===== config.mk =====
export PLATFORM = sky130hd
export DESIGN_NAME = hermes_output_arbiter
export DESIGN_NICKNAME = d
export VERILOG_FILES = /design/src/rtl/hermes_output_arbiter.sv
export SDC_FILE = /design/constraint.sdc
export NUM_CORES = 1
export LEC_CHECK = 0
export CORE_UTILIZATION = 50
export CTS_CLUSTER_DIAMETER = 30
export DETAILED_ROUTE_END_ITERATION = 8
export PLACE_DENSITY = 0.72
export SETUP_SLACK_MARGIN = 0.3
export SLEW_MARGIN = 20
export SYNTH_ARGS = -nofsm -noshare
export SYNTH_HDL_FRONTEND = slang
export SYNTH_SLANG_ARGS = --single-unit

===== constraint.sdc =====
create_clock -name clk_i -period 5.5 [get_ports clk_i]
set_input_delay 0.825 -clock clk_i [delete_from_list [all_inputs] [get_ports clk_i]]
set_output_delay 0.825 -clock clk_i [all_outputs]
set_load 0.01 [all_outputs]

===== src/rtl/hermes_output_arbiter.sv =====
// Round-robin, packet-length-aware arbiter for one Hermes router output port.
// Optional stall watchdog is built only when HERMES_ARB_TIMEOUT_EN is defined.
module hermes_output_arbiter #(
    parameter int NPORT     = 5,
    parameter int FLIT_SIZE = 32,
    parameter int TIMEOUT   = 1024
) (
    input  logic                     clk_i,
    input  logic                     rst_i,
    input  logic [NPORT-1:0]         req_i,
    input  logic [FLIT_SIZE-1:0]     data_i,
    input  logic                     flit_valid_i,
    input  logic                     flit_ready_i,
    output logic [NPORT-1:0]         grant_o,
    output logic [$clog2(NPORT)-1:0] sel_o,
    output logic                     busy_o,
    output logic                     pkt_done_o,
    output logic                     timeout_o
);
    localparam int SEL_W = $clog2(NPORT);
    localparam logic [SEL_W-1:0] LAST_RESET = SEL_W'(NPORT - 1);

    typedef enum logic [1:0] {IDLE, HEADER, SIZE, PAYLOAD} state_t;

    state_t               state, state_next;
    logic [NPORT-1:0]     grant_next;
    logic [SEL_W-1:0]     sel_next;
    logic [SEL_W-1:0]     last, last_next;
    logic [SEL_W-1:0]     winner, idx;
    logic                 found;
    logic [FLIT_SIZE-1:0] count, count_next;
    logic                 busy_next, pkt_done_next, timeout_next;
    logic                 xfer;

    if (TIMEOUT < 1) begin : g_timeout_check
        $error("hermes_output_arbiter: TIMEOUT must be at least 1");
    end

`ifdef HERMES_ARB_TIMEOUT_EN
    localparam int STALL_W = $clog2(TIMEOUT + 1);
    logic [STALL_W-1:0] stall, stall_next;
`endif

    assign xfer = flit_valid_i & flit_ready_i;

    // First requester found scanning upward from the port after the last winner.
    always_comb begin
        found  = 1'b0;
        winner = last;
        idx    = last;
        for (int k = 1; k <= NPORT; k++) begin
            idx = SEL_W'((int'(last) + k) % NPORT);
            if (!found && req_i[idx]) begin
                found  = 1'b1;
                winner = idx;
            end
        end
    end

    always_comb begin
        state_next    = state;
        grant_next    = grant_o;
        sel_next      = sel_o;
        last_next     = last;
        count_next    = count;
        pkt_done_next = 1'b0;
        timeout_next  = 1'b0;
`ifdef HERMES_ARB_TIMEOUT_EN
        stall_next    = '0;
`endif
        case (state)
            IDLE: begin
                grant_next = '0;
                if (found) begin
                    grant_next = NPORT'(1) << winner;
                    sel_next   = winner;
                    last_next  = winner;
                    state_next = HEADER;
                end
            end
            HEADER: begin
                if (xfer) state_next = SIZE;
            end
            SIZE: begin
                if (xfer) begin
                    count_next = data_i;
                    if (data_i == '0) begin
                        state_next    = IDLE;
                        grant_next    = '0;
                        pkt_done_next = 1'b1;
                    end else begin
                        state_next = PAYLOAD;
                    end
                end
            end
            PAYLOAD: begin
                if (xfer) begin
                    count_next = count - FLIT_SIZE'(1);
                    if (count == FLIT_SIZE'(1)) begin
                        state_next    = IDLE;
                        grant_next    = '0;
                        pkt_done_next = 1'b1;
                    end
                end
            end
            default: state_next = IDLE;
        endcase
`ifdef HERMES_ARB_TIMEOUT_EN
        // A transfer always wins over the watchdog in the same cycle.
        if (state != IDLE && !xfer) begin
            if (stall == STALL_W'(TIMEOUT - 1)) begin
                state_next   = IDLE;
                grant_next   = '0;
                timeout_next = 1'b1;
            end else begin
                stall_next = stall + STALL_W'(1);
            end
        end
`endif
        busy_next = (state_next != IDLE);
    end

    always_ff @(posedge clk_i) begin
        if (rst_i) begin
            state      <= IDLE;
            grant_o    <= '0;
            sel_o      <= '0;
            last       <= LAST_RESET;
            count      <= '0;
            busy_o     <= 1'b0;
            pkt_done_o <= 1'b0;
            timeout_o  <= 1'b0;
`ifdef HERMES_ARB_TIMEOUT_EN
            stall      <= '0;
`endif
        end else begin
            state      <= state_next;
            grant_o    <= grant_next;
            sel_o      <= sel_next;
            last       <= last_next;
            count      <= count_next;
            busy_o     <= busy_next;
            pkt_done_o <= pkt_done_next;
            timeout_o  <= timeout_next;
`ifdef HERMES_ARB_TIMEOUT_EN
            stall      <= stall_next;
`endif
        end
    end

endmodule


==> out/metrics.csv, run 1 <==
metric,value,unit
grt_pass1_wl,22.7,mm
gp_congestion,0.984,
worstPathMaxFanout,10,
final.min_clock_period,5.01,ns
end_kind,flop,
num-fill-cells,846,
power_density,536,nW/µm²
clkLatencyLatePin,0.29,ns
vias,4956,
ff2ff_setup_slack,0.49,ns
worst-r2r-cell-count,17,
peakVddDrop,0.000242,V
r2r_end,sel_o[0]$_SDFFE_PP0P_,
ctsHtreeMaxLevel,2,
die_y,98.7,µm
path_clk_slew,0.08,ns
synth_area,4680,µm²
die_w,98.7,µm
grt_pass1_vias,4636,
setup_viol,0,
gr-total-overflow,0,
worst_pin_slew,0.801,ns
cts_root_buffer,clkbuf_8,
drtIter0Drc,301,
final_common_cell,nand2_1,
synth.net_count,705,
power.share.clock,9.1,%
cts_tree,built,
ctsHoldBuffers,0,
grtUsageTotal,28.3,%
vias_per_cell,6.41,
antenna_cells,0,
rows,34,
area_growth,14.6,%
grt_max_degree,57,
crit_required,5.69,ns
outcome,completed,
synth_ff_type,dfxtp_1,
crit_start,last[2]$_SDFFE_PP1P_,
clk_path_buf_depth,2,
maxSlewViolCount,0,
setup_tns,0,ns
routed_wl,13.7,mm
drive_gt1_share,9.02,%
fmax,0.200,GHz
grt_antenna_before_repair,0,
arrival,5.20,ns
ys.warnings.count,0,
rsz0062_at_grt,true,
wire_per_inst,17.7,µm
io_pins,52,
start_util,52.6,%
synth_edf_count,0,
startpoint_type,flop,
swShare,51.4,%
numPortBuffers,50,
min_path_type,flop to flop,
p_leak,2.02,nW
clock_skew,0.00603,ns
setup_ws,0.495,ns
p_int,1.39,mW
ys_ff_latch,45,
p_sw,1.48,mW
finalCritPeriodShare,91.0,%
final_cell_mix,"nand2_1 (67), clkdlybuf4s50_1 (50), a21oi_1 (47)",
setup.worst_path.end,sel_o[0]$_SDFFE_PP0P_,
die-area,9750,µm²
seqPwrFrac,13.7,%
path_class,flop to flop,
clock-sinks,45,
syn-instance-count,635,
synth.distinct_cells,81,
async_flop_share,0,%
nets,734,
firstDrtPassIters,5,
cts_buffers,5,
relSlewSlack,46.1,%
post-place-ws,0.497,ns
ys_seq_area_share,19.3,%
syn_area_per_cell,7.37,µm²
ant_nets,0,
dpl.hpwl,9.96,mm
drc,0,
p_comb_share,77.1,%
coreArea,8890,µm²
max_cap_violations,0,
timing.rr.start,last[2]$_SDFFE_PP1P_,
hold_viol_final,0,
## routing by layer
metal / wire, µm / vias to the layer above / global-route usage [%] / share of wire, %
met5: 0 / - / 0 / 0
met4: 136 / 0 / 6.31 / 0.99
met3: 817 / 12 / 2.77 / 6.0
met2: 5960 / 177 / 43.0 / 44
met1: 6780 / 2331 / 43.0 / 49
li1: - / 2436 / - / -
## cell families after synthesis
group           after synthesis  share of synthesized area, %
simple gates                229                          24.5
other cells                   1                        0.0801
flops                        45                          19.3
compound gates              221                          33.3
mux                          20                          4.92
buf+inv                      74                          6.60
xor+xnor                     16                          3.48
fa+ha+maj                    29                          7.91
## timing repair
action,CTS,global route
setup buffers,0,4
gates resized for setup,0,6
endpoints found under the setup margin,0,5
## area by class of cell
type / instances / area, µm² / share of cell area (%)
timing repair buffer: 63 / 598 / 11.2
clock inverter: 1 / 30.0 / 0.560
multi-input combinational: 516 / 3480 / 65.0
sequential: 45 / 902 / 16.8
inverter: 33 / 128 / 2.38
tap: 108 / 135 / 2.52
clock buffer: 7 / 86.3 / 1.61
## registers in the layout, summed over array words and instances (netlist names)
name / flops
count: 32
last: 1
pkt_done_o: 1
state: 2
grant_o: 5
busy_o: 1
sel_o: 3
## worst min-delay path by stage
stage                                        from                 endpoint  slack [ns]  cells after the start
after floorplan             count[5]$_SDFFE_PP0P_    count[5]$_SDFFE_PP0P_        0.45                      2
after global placement    grant_o[0]$_SDFFE_PP0P_  grant_o[0]$_SDFFE_PP0P_        0.44                      2
after detailed placement  grant_o[2]$_SDFFE_PP0P_  grant_o[2]$_SDFFE_PP0P_        0.46                      2
after CTS                   sel_o[2]$_SDFFE_PP0P_    sel_o[2]$_SDFFE_PP0P_        0.48                      2
after global routing      grant_o[4]$_SDFFE_PP0P_  grant_o[4]$_SDFFE_PP0P_        0.50                      2
final                       sel_o[2]$_SDFFE_PP0P_    sel_o[2]$_SDFFE_PP0P_        0.47                      2
## stage by stage
stage | hold WS (ns) | power [mW] | util (%) | instances | cell area (µm²)
2_1_floorplan | 0.449 | 2.08 | - | 635 | 4680
3_3_place_gp | 0.440 | 2.51 | 58.5 | 761 | 5200
3_5_place_dp | 0.463 | 2.53 | 58.5 | 761 | 5200
4_1_cts | 0.476 | 2.80 | 59.8 | 769 | 5320
5_1_grt | 0.499 | 3.12 | 60.3 | 773 | 5360
6_report | 0.472 | 2.87 | 60.3 | 773 | 5360
## Yosys cell counts (7+ instances only)
library cell | instances | area share [%]
or3_1 | 9 | 1.2
nand2_1 | 67 | 5.4
xnor2_1 | 7 | 1.3
buf_2 | 7 | 0.75
o211ai_1 | 8 | 1.3
o221ai_1 | 10 | 1.9
dfxtp_1 | 45 | 19
a21oi_1 | 47 | 5.0
clkbuf_1 | 27 | 2.2
nor4_1 | 17 | 2.3
a31oi_1 | 10 | 1.3
nand2b_1 | 8 | 1.1
o21ai_0 | 36 | 3.9
o22ai_1 | 14 | 1.9
nor3_1 | 17 | 1.8
nor2b_1 | 7 | 0.94
ha_1 | 28 | 7.5
nor2_1 | 44 | 3.5
mux2i_1 | 14 | 3.0
a211oi_1 | 16 | 2.6
and2_1 | 8 | 1.1
o21a_1 | 8 | 1.3
inv_1 | 31 | 2.5
or2_2 | 8 | 1.1
nand3_1 | 17 | 1.8
## worst max-delay path: stages, from the launching register on
cell and delay, ns:
dfxtp_1 0.53, inv_1 0.23, ha_2 0.47, o21a_1 0.26, a21oi_1 0.08, xnor2_1 0.19
ha_1 0.21, fa_1 0.37, a21boi_1 0.17, nand3_1 0.24, mux2_2 0.37, o32a_1 0.39
o21ai_0 0.14, nor2_1 0.15, o221a_2 0.17, o32a_1 0.36, or3_1 0.35, a21oi_1 0.23
## power by group through the flow
stage                     Sequential, mW  Clock, mW  Combinational [mW]
after floorplan                    0.400          0                1.68
after global placement             0.400          0                2.11
after detailed placement           0.401          0                2.13
after CTS                          0.393      0.267                2.14
after global routing               0.399      0.285                2.43
final                              0.395      0.263                2.22
Note: power is estimated with default switching activity, not from simulation.
==> run 2: changes to the inputs <==
- CAP_MARGIN: default -> 20
- CTS_CLUSTER_SIZE: default -> 28
==> results of run 2 <==
No change in the layout: final DEF, timing and power equal those of run 1.
==> edit: new RTL, flow settings as in run 2 <==
The parameter `FLIT_SIZE` goes from 32 to 16.
--- a/src/rtl/hermes_output_arbiter.sv
+++ b/src/rtl/hermes_output_arbiter.sv
@@ -2,7 +2,7 @@
 // Optional stall watchdog is built only when HERMES_ARB_TIMEOUT_EN is defined.
 module hermes_output_arbiter #(
     parameter int NPORT     = 5,
-    parameter int FLIT_SIZE = 32,
+    parameter int FLIT_SIZE = 16,
     parameter int TIMEOUT   = 1024
 ) (
     input  logic                     clk_i,
Interface: changed (resized data_i); port bits go from 52 to 36. The function was not compared with the original's and may differ.
==> edit against run 2 <==
  * Clock power is 12% lower
  * Sequential cell count is 16 lower
  * Combinational power is 18% higher
  * Area after synthesis is 23% lower
  * Total power is 10% higher
  * Final area is 21% lower
  * Wire length is 26% lower
  * Worst setup slack better by 84 ps
==> edit: results (changes against run 2) <==
* Multi-input gates at 402 (was 516)
* Layout cells sized above 1 at 13.3% (was 9.02%)
* Sequential area share after synthesis at 16.1% (was 19.3%)
* Logic inverters at 24 (was 33)
* Cell family with most CP delay: simple AND/OR/NAND/NOR gates (was compound AO/OA/AOI/OAI gates)
* Global routing met1 resource utilization at 40.1% (was 43.0%)
* Fillers at 658 (was 846)
* Met2 WL at 4510 µm (was 5960 µm)
* Worst Max-Slew Pin Slew at 970 ps (was 801 ps)
* First-pass GRT wire length at 16,500 µm (was 22,700 µm)
* Critical-path top delay cell: dfxtp_2 (was dfxtp_1)
* GRT met3 Usage at 4.08% (was 2.77%)
* Unique masters post-synth at 83 (was 81)
* Port bufs at 34 (was 50)
* Worst Skew at 6.29 ps (was 6.03 ps)
* Post-Place Cells at 592 (was 761)
* Initial DRC Count at 275 (was 301)
* GRT Total Usage at 27.3% (was 28.3%)
* Wirelength per Cell at 16.6 µm (was 17.7 µm)
* VDD IR max at 321 µV (was 242 µV)
* Clock buf/inv share at 2.74% (was 2.17%)
* M1 wire length at 4890 µm (was 6780 µm)
* Synthesized Nets at 537 (was 705)
* Max incr delay on CP at 490 ps (was 530 ps)
* Post-detail-place hpwl at 7440 µm (was 9960 µm)
* Via density at 6.20 (was 6.41)
* GRT met2 Usage at 42.5% (was 43.0%)
* Biggest regs: count: 16 flops, grant_o: 5 flops, sel_o: 3 flops (was count: 32 flops, grant_o: 5 flops, sel_o: 3 flops)
* Post-cts resize count at 1 (was 0)
* Nets at 566 (was 734)
* Multi-input logic area at 2860 µm² (was 3480 µm²)
* GP Congestion at 0.903 (was 0.984)
* Status: complete, no violations (unchanged)
* Synth top area share at 16.1% (was 19.3%)
* Post-route cell area at 4240 µm² (was 5360 µm²)
* Largest net degree at the start of global routing at 27 (was 57)
## edit: kinds of logic after synthesis
kind of cell | Yosys count | share of synthesized area, %
simple gates | 184 | 27.5
other cells | 1 | 0.104
compound gates | 157 | 30.8
buf+inv | 52 | 6.36
flops | 29 | 16.1
mux | 15 | 4.73
xor+xnor | 15 | 3.86
fa+ha+maj | 30 | 10.6
## edit: path summary, 6_finish.rpt
path / startpoint / to / slack [ps] / depth (start not counted)
setup reg to reg: sel_o[1] / sel_o[2] / 580 / 17
hold / removal: grant_o[2] / grant_o[2] / 450 / 2
hold reg to reg: grant_o[2] / grant_o[2] / 450 / 2
setup / recovery: sel_o[1] / sel_o[2] / 580 / 17
## edit: power by group
| group | internal [mW] | leakage, nW | switching (mW) |
|---|---|---|---|
| Combinational | 1.10 | 1.27 | 1.52 |
| Sequential | 0.247 | 0.236 | 0.0631 |
| Clock | 0.148 | 0.0585 | 0.0836 |
## edit: worst min-delay path: stages, from the launching register on
cell and delay, ps:
dfxtp_1 310, nand2_1 50, o21ai_1 50
